===== src/rtl/pc_pkg.sv =====
// Shared definitions for the fetch-stage program counter: FSM states,
// next-PC select encoding and default vectors.
package pc_pkg;

    localparam logic [0:0] ST_RUN    = 1'b0;
    localparam logic [0:0] ST_HALTED = 1'b1;

    typedef enum logic [2:0] {
        SEL_TRAP  = 3'd0,
        SEL_REDIR = 3'd1,
        SEL_RET   = 3'd2,
        SEL_HOLD  = 3'd3,
        SEL_INC   = 3'd4
    } pc_sel_e;

    localparam logic [15:0] DEF_RESET_VECTOR = 16'h0000;
    localparam logic [15:0] DEF_TRAP_VECTOR  = 16'h0004;

endpackage


===== src/rtl/return_addr_stack.sv =====
// Circular return-address stack. A push onto a full stack overwrites the
// oldest entry, so deep call chains lose their outermost return address.
module return_addr_stack #(
    parameter int WIDTH = 16,
    parameter int DEPTH = 4
) (
    input  logic                       clock,
    input  logic                       reset,
    input  logic                       push,
    input  logic                       pop,
    input  logic [WIDTH-1:0]           push_data,
    output logic [WIDTH-1:0]           top,
    output logic [$clog2(DEPTH+1)-1:0] count,
    output logic                       empty,
    output logic                       full
);

    localparam int PW = $clog2(DEPTH);
    localparam int CW = $clog2(DEPTH + 1);
    localparam logic [PW-1:0] LAST = PW'(DEPTH - 1);

    logic [WIDTH-1:0] mem_q [DEPTH];
    logic [PW-1:0]    ptr_q, ptr_d;
    logic [CW-1:0]    count_q, count_d;
    logic [PW-1:0]    top_idx;

    // ptr_q points at the next free slot; the top lives one slot behind it
    assign top_idx = (ptr_q == '0) ? LAST : ptr_q - PW'(1);
    assign top     = mem_q[top_idx];
    assign count   = count_q;
    assign empty   = (count_q == '0);
    assign full    = (count_q == CW'(DEPTH));

    always_comb begin
        ptr_d   = ptr_q;
        count_d = count_q;
        if (push) begin
            ptr_d = (ptr_q == LAST) ? '0 : ptr_q + PW'(1);
            if (!full) count_d = count_q + CW'(1);
        end else if (pop && !empty) begin
            ptr_d   = top_idx;
            count_d = count_q - CW'(1);
        end
    end

    always_ff @(posedge clock) begin
        if (reset) begin
            ptr_q   <= '0;
            count_q <= '0;
        end else begin
            ptr_q   <= ptr_d;
            count_q <= count_d;
        end
    end

    always_ff @(posedge clock) begin
        if (push) mem_q[ptr_q] <= push_data;
    end

endmodule


===== src/rtl/pc_sequencer.sv =====
// Fetch-stage program counter: prioritised next-PC select, run/halt FSM
// and a return-address stack for call/return prediction-free sequencing.
module pc_sequencer
    import pc_pkg::*;
#(
    parameter int               WIDTH        = 16,
    parameter int               STEP         = 1,
    parameter logic [WIDTH-1:0] RESET_VECTOR = WIDTH'(DEF_RESET_VECTOR),
    parameter logic [WIDTH-1:0] TRAP_VECTOR  = WIDTH'(DEF_TRAP_VECTOR),
    parameter int               RAS_DEPTH    = 4
) (
    input  logic                           clock,
    input  logic                           reset,
    input  logic                           pcWrite,
    input  logic                           halt,
    input  logic                           resume,
    input  logic                           redirect_valid,
    input  logic [WIDTH-1:0]               redirect_target,
    input  logic                           call,
    input  logic                           ret,
    input  logic                           trap,
    output logic [WIDTH-1:0]               pc_out,
    output logic [WIDTH-1:0]               pc_plus_step,
    output logic                           halted,
    output logic [$clog2(RAS_DEPTH+1)-1:0] ras_count,
    output logic                           ras_underflow
);

    logic [WIDTH-1:0] pc_q, pc_d;
    logic [0:0]       state_q, state_d;
    logic             halted_q;
    logic             underflow_q, underflow_d;
    pc_sel_e          sel;
    logic             ras_push, ras_pop;
    logic [WIDTH-1:0] ras_top;
    logic             ras_empty, ras_full;

    assign pc_plus_step  = pc_q + WIDTH'(STEP);
    assign pc_out        = pc_q;
    assign halted        = halted_q;
    assign ras_underflow = underflow_q;

    return_addr_stack #(
        .WIDTH (WIDTH),
        .DEPTH (RAS_DEPTH)
    ) u_ras (
        .clock     (clock),
        .reset     (reset),
        .push      (ras_push),
        .pop       (ras_pop),
        .push_data (pc_plus_step),
        .top       (ras_top),
        .count     (ras_count),
        .empty     (ras_empty),
        .full      (ras_full)
    );

    always_comb begin
        sel         = SEL_HOLD;
        state_d     = state_q;
        ras_push    = 1'b0;
        ras_pop     = 1'b0;
        underflow_d = 1'b0;
        if (state_q == ST_RUN) begin
            if (trap) begin
                sel = SEL_TRAP;
            end else if (redirect_valid && pcWrite) begin
                sel      = SEL_REDIR;
                ras_push = call;
            end else if (ret && pcWrite) begin
                // A return with nothing to return to is treated like a trap
                if (ras_empty) begin
                    sel         = SEL_TRAP;
                    underflow_d = 1'b1;
                end else begin
                    sel     = SEL_RET;
                    ras_pop = 1'b1;
                end
            end else if (halt) begin
                state_d = ST_HALTED;
            end else if (pcWrite) begin
                sel = SEL_INC;
            end
        end else begin
            if (trap) begin
                sel     = SEL_TRAP;
                state_d = ST_RUN;
            end else if (resume) begin
                state_d = ST_RUN;
            end
        end
    end

    always_comb begin
        pc_d = pc_q;
        case (sel)
            SEL_TRAP:  pc_d = TRAP_VECTOR;
            SEL_REDIR: pc_d = redirect_target;
            SEL_RET:   pc_d = ras_top;
            SEL_INC:   pc_d = pc_plus_step;
            default:   pc_d = pc_q;
        endcase
    end

    always_ff @(posedge clock) begin
        if (reset) begin
            pc_q        <= RESET_VECTOR;
            state_q     <= ST_RUN;
            halted_q    <= 1'b0;
            underflow_q <= 1'b0;
        end else begin
            pc_q        <= pc_d;
            state_q     <= state_d;
            halted_q    <= (state_d == ST_HALTED);
            underflow_q <= underflow_d;
        end
    end

    // ras_full is only observed through ras_count at this level
    logic unused_full;
    assign unused_full = ras_full;

endmodule

===== config.mk =====
export PLATFORM = sky130hd
export DESIGN_NAME = pc_sequencer
export DESIGN_NICKNAME = d
export VERILOG_FILES = /design/src/rtl/pc_pkg.sv /design/src/rtl/return_addr_stack.sv /design/src/rtl/pc_sequencer.sv
export SDC_FILE = /design/constraint.sdc
export NUM_CORES = 1
export LEC_CHECK = 0
export CORE_ASPECT_RATIO = 1.5
export CORE_UTILIZATION = 50
export DETAILED_ROUTE_END_ITERATION = 7
export PLACE_DENSITY = 0.78
export SKIP_CTS_REPAIR_TIMING = 1
export SLEW_MARGIN = 30
export SYNTH_ARGS = -nofsm -noshare
export SYNTH_HDL_FRONTEND = slang
export SYNTH_SLANG_ARGS = --single-unit

===== constraint.sdc =====
create_clock -name clock -period 3.1 [get_ports clock]
set_clock_uncertainty 0.15 [all_clocks]
set_input_delay 0.465 -clock clock [delete_from_list [all_inputs] [get_ports clock]]
set_output_delay 0.465 -clock clock [all_outputs]
set_load 0.005 [all_outputs]

==> results of run 1 <==
## logic make-up after synthesis
logic type / count (synthesis) / share of synthesized area
compound gates: 55 / 0.0992
flops: 87 / 0.605
xor+xnor: 16 / 0.0356
simple gates: 73 / 0.107
buf+inv: 22 / 0.0350
mux: 18 / 0.0969
fa+ha+maj: 6 / 0.0210
## registers in the layout (all words and copies together) (netlist names)
signal         cells
halted             1
pc_out            16
ras_underflow      1
u_ras.count        3
u_ras.mem_q       64
u_ras.ptr_q        2
## power by group through the flow
stage | registers, W | logic [W] | clock network (W)
CTS | 0.00127 | 0.000173 | 0.00103
global placement | 0.00129 | 0.000168 | 0
floorplan | 0.00129 | 0.0000788 | 0
global route | 0.00127 | 0.000186 | 0.00107
detailed placement | 0.00130 | 0.000172 | 0
finish | 0.00127 | 0.000175 | 0.00102
## cells in the mapped netlist, drive strengths merged (2+ instances only)
master / number
o21bai: 2
xor2: 7
inv: 6
nand4: 4
nand2: 18
nor4: 5
and3: 5
a21oi: 17
edfxtp: 64
xnor2: 9
clkbuf: 8
nor2: 14
a211oi: 2
nand4b: 2
nor3b: 2
a21o: 2
a31oi: 3
a221oi: 3
buf: 8
nor3: 9
ha: 5
nand3: 6
dfxtp: 23
a22oi: 3
mux4: 16
o21ai: 6
a222oi: 9
o31ai: 2
## critical path: stages (launching register included)
cell and delay (ns):
sky130_fd_sc_hd__dfxtp_1 0.40, sky130_fd_sc_hd__ha_2 0.24, sky130_fd_sc_hd__nand4_1 0.19, sky130_fd_sc_hd__nor4_2 0.36, sky130_fd_sc_hd__xor2_1 0.34, sky130_fd_sc_hd__clkdlybuf4s50_1 0.57
## through the flow
step	setup TNS (ns)	instance area (um2)
after CTS	-0.475	5020
after global placement	0	4740
after floorplan	0	3940
final	0	5110
after detailed placement	0	4740
after global routing	-0.120	5110
## area by class of cell
type | count | area (um2) | area share
Clock inverter | 6 | 51.3 | 0.0100
Clock buffer | 10 | 229 | 0.0448
Tap cell | 102 | 128 | 0.0250
Sequential cell | 87 | 2380 | 0.467
Multi-Input combinational cell | 168 | 1490 | 0.291
Timing Repair Buffer | 87 | 806 | 0.158
Inverter | 6 | 22.5 | 0.00441
## worst min path at each step
stage                   start              to  depth (start not counted)
6_report       u_ras.count[2]   ras_underflow                          1
5_1_grt        u_ras.count[2]   ras_underflow                          1
4_1_cts        u_ras.count[2]   ras_underflow                          1
3_5_place_dp   u_ras.ptr_q[1]  u_ras.ptr_q[1]                          2
3_3_place_gp   u_ras.count[2]   ras_underflow                          1
2_1_floorplan  u_ras.ptr_q[1]  u_ras.ptr_q[1]                          2
## layer usage
layer  GRT usage  wire (um)  vias up  part of all wire
met5           0          0        -                 0
li1            -          -     1264                 -
met2       0.423       5080      108              0.54
met4       0.128        301        0             0.032
met1       0.284       3560     1390              0.38
met3      0.0436        507       25             0.054
==> flow_metrics.tcl, run 1 <==
set metrics [dict create \
    status "completed" \
    drt.antenna.violating_nets 0 \
    synth_cell_types 53 \
    timing.final.hold_violations 0 \
    mostFrequentLayoutCells "sky130_fd_sc_hd__edfxtp_1 (64), sky130_fd_sc_hd__clkdlybuf4s50_1 (61), sky130_fd_sc_hd__buf_4 (26), sky130_fd_sc_hd__dfxtp_1 (22), sky130_fd_sc_hd__nand2_1 (18)" \
    rsz0062_at_grt "yes" \
    final_cell_count_no_fill 466 \
    cap_violations 0 \
    chipHeight_um 111 \
    post_drt_via_cell_ratio 5.98 \
    place_worst_setup_slack_ns 0.274 \
    min_period_over_period 0.988 \
    clockRootBuffer "sky130_fd_sc_hd__clkbuf_16" \
    std_cell_rows 39 \
    comb_power_share 0.071 \
    worst_endpoint_data_arrival_time_ns 2.45 \
    design.core.area_mm2 0.00761 \
    dp_cells 447 \
    grt_start_max_net_pins 19 \
    timing.final.max_slew_violations 0 \
    postSynthCellCount 277 \
    synth_warnings 0 \
    via_count 2787 \
    r2r-end "pc_out[2]" \
    antenna_found_initial 0 \
    floorplan.die_area_mm2 0.00824 \
    hpwlAfterDp_um 6510 \
    synth_edf_count 64 \
    routed_wirelength_um 9450 \
    initial_cell_density_of_the_core 0.517 \
    portBuffers 61 \
    synth.cell_area_mm2 0.00394 \
    critical_path.endpoint_type "output pin" \
    worst_hold_slack_ns 0.401 \
    die-width_um 74.4 \
    share_seq_of_total_power 0.515 \
    timing.critical_path.required_ns 2.48 \
    worst_ir_drop_vdd_mv 0.458 \
    cts_tree "yes" \
    timing.setup.critical_path_class "reg2out" \
    fin_total_pwr_w 0.00247 \
    postLayoutCoreUtil 0.671 \
    crit_path_capture "pc_plus_step[14]" \
    drc 0 \
    most_frequent_standard_cell_in_the_layout_excluding_fill_and_tap_cells "sky130_fd_sc_hd__edfxtp_1" \
    cts_buffers 9 \
    num_antenna_cells 0 \
    final-setup-viol-count 0 \
    power.leakage_nw 1.72 \
    layout_setup_ws_ns 0.0383 \
    path_clk_slew_ns 0.06 \
    power.switching_w 0.000507 \
    drive_gt1_frac 0.217 \
    crit_path_start "pc_out[1]" \
    via_count_of_the_first_global_routing_pass 2772 \
    cts_buffer_depth 2 \
    globalRoute.totalOverflow 0 \
    syn-mean-instance-area_um2 14.2 \
    reg2reg_from "u_ras.ptr_q[0]" \
    power_per_cell_area_mw_per_mm2 484 \
    synth_seq_cells 87 \
    synth_largest_area_cell "sky130_fd_sc_hd__edfxtp_1" \
    start_kind "flop" \
    worst-r2r-setup-slack_ns 0.64 \
    dr.pass1.iters 5 \
    power.clock.fraction 0.414 \
    async_reset_ff_frac 0 \
    path_max_fanout 5 \
    track_usage 0.247 \
    synth-main-ff-cell "sky130_fd_sc_hd__edfxtp_1" \
    slew_headroom 0.476 \
    boundaryPins 62 \
    maximum_operating_frequency_mhz 327 \
    internal_power_w 0.00196 \
    post-synth-top-area-fraction 0.488 \
    clock-sinks 87 \
    synthesis.nets 308 \
    cts.htree.levels 3 \
    yosysSeqAreaShare 0.605 \
    max_slew.worst_pin.slew_ns 0.784 \
    yosys-top-cells-area "sky130_fd_sc_hd__edfxtp_1 (49%), sky130_fd_sc_hd__dfxtp_1 (12%), sky130_fd_sc_hd__mux4_2 (9.2%)" \
    drt_iter0_markers 203 \
    sw_frac_of_total 0.205 \
    clock_latency_ns 0.34 \
    min-delay-path-class "reg2reg" \
    global_route_wire_length_before_repair_um 14400 \
    gp_congestion 0.844 \
    reg2regPathDepth 7 \
    fillCellCount 563 \
    area_growth_pct 29.7 \
    num-nets-final 390 \
    final.min_clock_period_ns 3.06 \
    post_drt_wl_per_cell_um 20.3 \
]
Power figures use the tool's default switching activity.
==> inputs of run 2 (changes only) <==
--- a/config.mk
+++ b/config.mk
@@ -8,7 +8,7 @@
 export CORE_ASPECT_RATIO = 1.5
 export CORE_UTILIZATION = 50
 export DETAILED_ROUTE_END_ITERATION = 7
-export PLACE_DENSITY = 0.78
+export PLACE_DENSITY = 0.75
 export SKIP_CTS_REPAIR_TIMING = 1
 export SLEW_MARGIN = 30
 export SYNTH_ARGS = -nofsm -noshare
==> run 2 against run 1 <==
Effect of this change:
- sequential power about the same
- clock-buffer cell count rose by 3
- final area increased by 0.86%
- critical endpoint is now pc_plus_step[7]
- largest cell class unchanged
==> flow_metrics.tcl, run 2 (synthesis results as in run 1) <==
set metrics [dict create \
    start_kind "flop" \
    internal_power_w 0.00212 \
    globalRoute.totalOverflow 0 \
    maximum_operating_frequency_mhz 324 \
    timing.setup.critical_path_class "reg2out" \
    initial_cell_density_of_the_core 0.517 \
    delay_of_the_slowest_critical_path_stage_ns 0.58 \
    drt.antenna.violating_nets 0 \
    path_clk_slew_ns 0.06 \
    critical-path-slowest-cell "sky130_fd_sc_hd__clkdlybuf4s50_1" \
    postLayoutCoreUtil 0.677 \
    fin_total_pwr_w 0.00262 \
    drc 0 \
    final_design_area_no_fill_mm2 0.00515 \
    length_of_routed_met2_wiring_um 4920 \
    worst_endpoint_data_arrival_time_ns 2.47 \
    design.core.area_mm2 0.00761 \
    cts_buffers 9 \
    mostFrequentLayoutCells "sky130_fd_sc_hd__edfxtp_1 (64), sky130_fd_sc_hd__clkdlybuf4s50_1 (61), sky130_fd_sc_hd__buf_4 (24), sky130_fd_sc_hd__dfxtp_1 (23), sky130_fd_sc_hd__nand2_1 (17)" \
    clock_latency_ns 0.34 \
    comb_power_share 0.067 \
    cp.buffers_inverters 2 \
    critical_path.cell_chain "nand3_1 -> buf_4 -> nor3_1 -> xor2_1 -> clkdlybuf4s50_1" \
    area_of_the_multi_input_gates_mm2 0.00147 \
    sequential_cell_area_mm2 0.00238 \
    worst_path_dominant_cell_family "buffers and inverters" \
    sw_frac_of_total 0.191 \
    clockRootBuffer "sky130_fd_sc_hd__clkbuf_16" \
    routed_wirelength_um 9290 \
    drive_gt1_frac 0.209 \
    timing.critical_path.required_ns 2.48 \
    final-setup-viol-count 0 \
    placed_cell_area_mm2 0.00476 \
    via_count 2747 \
    via_count_of_the_first_global_routing_pass 2736 \
    timing.final.max_slew_violations 0 \
    dr.pass1.iters 5 \
    min-delay-path-class "reg2reg" \
    boundaryPins 62 \
    post_drt_via_cell_ratio 5.91 \
    status "completed" \
    post_route_m1_wl_um 3530 \
    power.clock.fraction 0.449 \
    power_per_cell_area_mw_per_mm2 509 \
    critical_path.endpoint_type "output pin" \
    final.min_clock_period_ns 3.09 \
    met3_length_um 534 \
    die-width_um 74.4 \
    power.switching_w 0.000501 \
    cts_buffer_depth 2 \
    portBuffers 61 \
    power.leakage_nw 1.77 \
    floorplan.die_area_mm2 0.00824 \
    drt_iter0_markers 149 \
    timing.final.hold_violations 0 \
    std_cell_rows 39 \
    antenna_found_initial 0 \
    place_worst_setup_slack_ns 0.319 \
    path_max_fanout 7 \
    cap_violations 0 \
    maxUsedRoutingLayer "met4" \
    worst_ir_drop_vdd_mv 0.440 \
    chipHeight_um 111 \
    clock-sinks 87 \
    slew_headroom 0.468 \
    share_seq_of_total_power 0.485 \
    num_antenna_cells 0 \
    rsz0062_at_grt "yes" \
    global_route_wire_length_before_repair_um 14400 \
    top_register "u_ras.mem_q" \
    setup-tns-final_ns 0 \
    largest_reg_flops 64 \
    grt_start_max_net_pins 19 \
    fillCellCount 575 \
    min_period_over_period 0.995 \
    hpwlAfterDp_um 6200 \
    post_drt_wl_per_cell_um 20.0 \
    most_frequent_standard_cell_in_the_layout_excluding_fill_and_tap_cells "sky130_fd_sc_hd__edfxtp_1" \
    max_slew.worst_pin.slew_ns 0.796 \
    area_growth_pct 30.8 \
    gp_congestion 0.869 \
    track_usage 0.246 \
    cts_tree "yes" \
    cts.htree.levels 3 \
    num-nets-final 389 \
    layout_setup_ws_ns 0.0140 \
]
## run 2: cell count changes in the layout (fill, tap and decap cells not counted), sizes merged
cell,change
clkbuf,+3
bufinv,+1
buf,-1
clkinv,-4
## run 2: stage by stage
stage                     instances  hold WS, ns
after floorplan                 277        0.349
final                           465        0.387
after global placement          448        0.374
after detailed placement        448        0.384
after CTS                       464        0.391
after global routing            465        0.423
## run 2: power by group through the flow
| stage | sequential, W | clock, W | combinational, W |
|---|---|---|---|
| finish | 0.00127 | 0.00118 | 0.000175 |
| global route | 0.00127 | 0.00124 | 0.000189 |
| CTS | 0.00127 | 0.00119 | 0.000175 |
| detailed placement | 0.00129 | 0 | 0.000173 |
| global placement | 0.00129 | 0 | 0.000171 |
| floorplan | 0.00129 | 0 | 0.0000788 |
## run 2: final timing paths
kind | depth (start not counted) | end | slack, ns | from
setup / recovery | 5 | pc_plus_step[7] | 0.01 | pc_out[3]
hold / removal | 1 | ras_underflow | 0.39 | u_ras.count[2]
setup reg to reg | 7 | pc_out[2] | 0.41 | u_ras.ptr_q[0]
hold reg to reg | 1 | ras_underflow | 0.39 | u_ras.count[2]
## run 2: layout make-up
cell class | count | share of cell area
sequential | 87 | 0.463
inverter | 6 | 0.00437
clock inverter | 3 | 0.0124
tap | 102 | 0.0248
timing repair buffer | 86 | 0.157
clock buffer | 13 | 0.0525
multi-input combinational | 168 | 0.286
## run 2: routing by layer
layer | up-vias | track usage
li1 | 1264 | -
met1 | 1358 | 0.292
met2 | 98 | 0.401
met3 | 27 | 0.0573
met4 | 0 | 0.133
met5 | - | 0
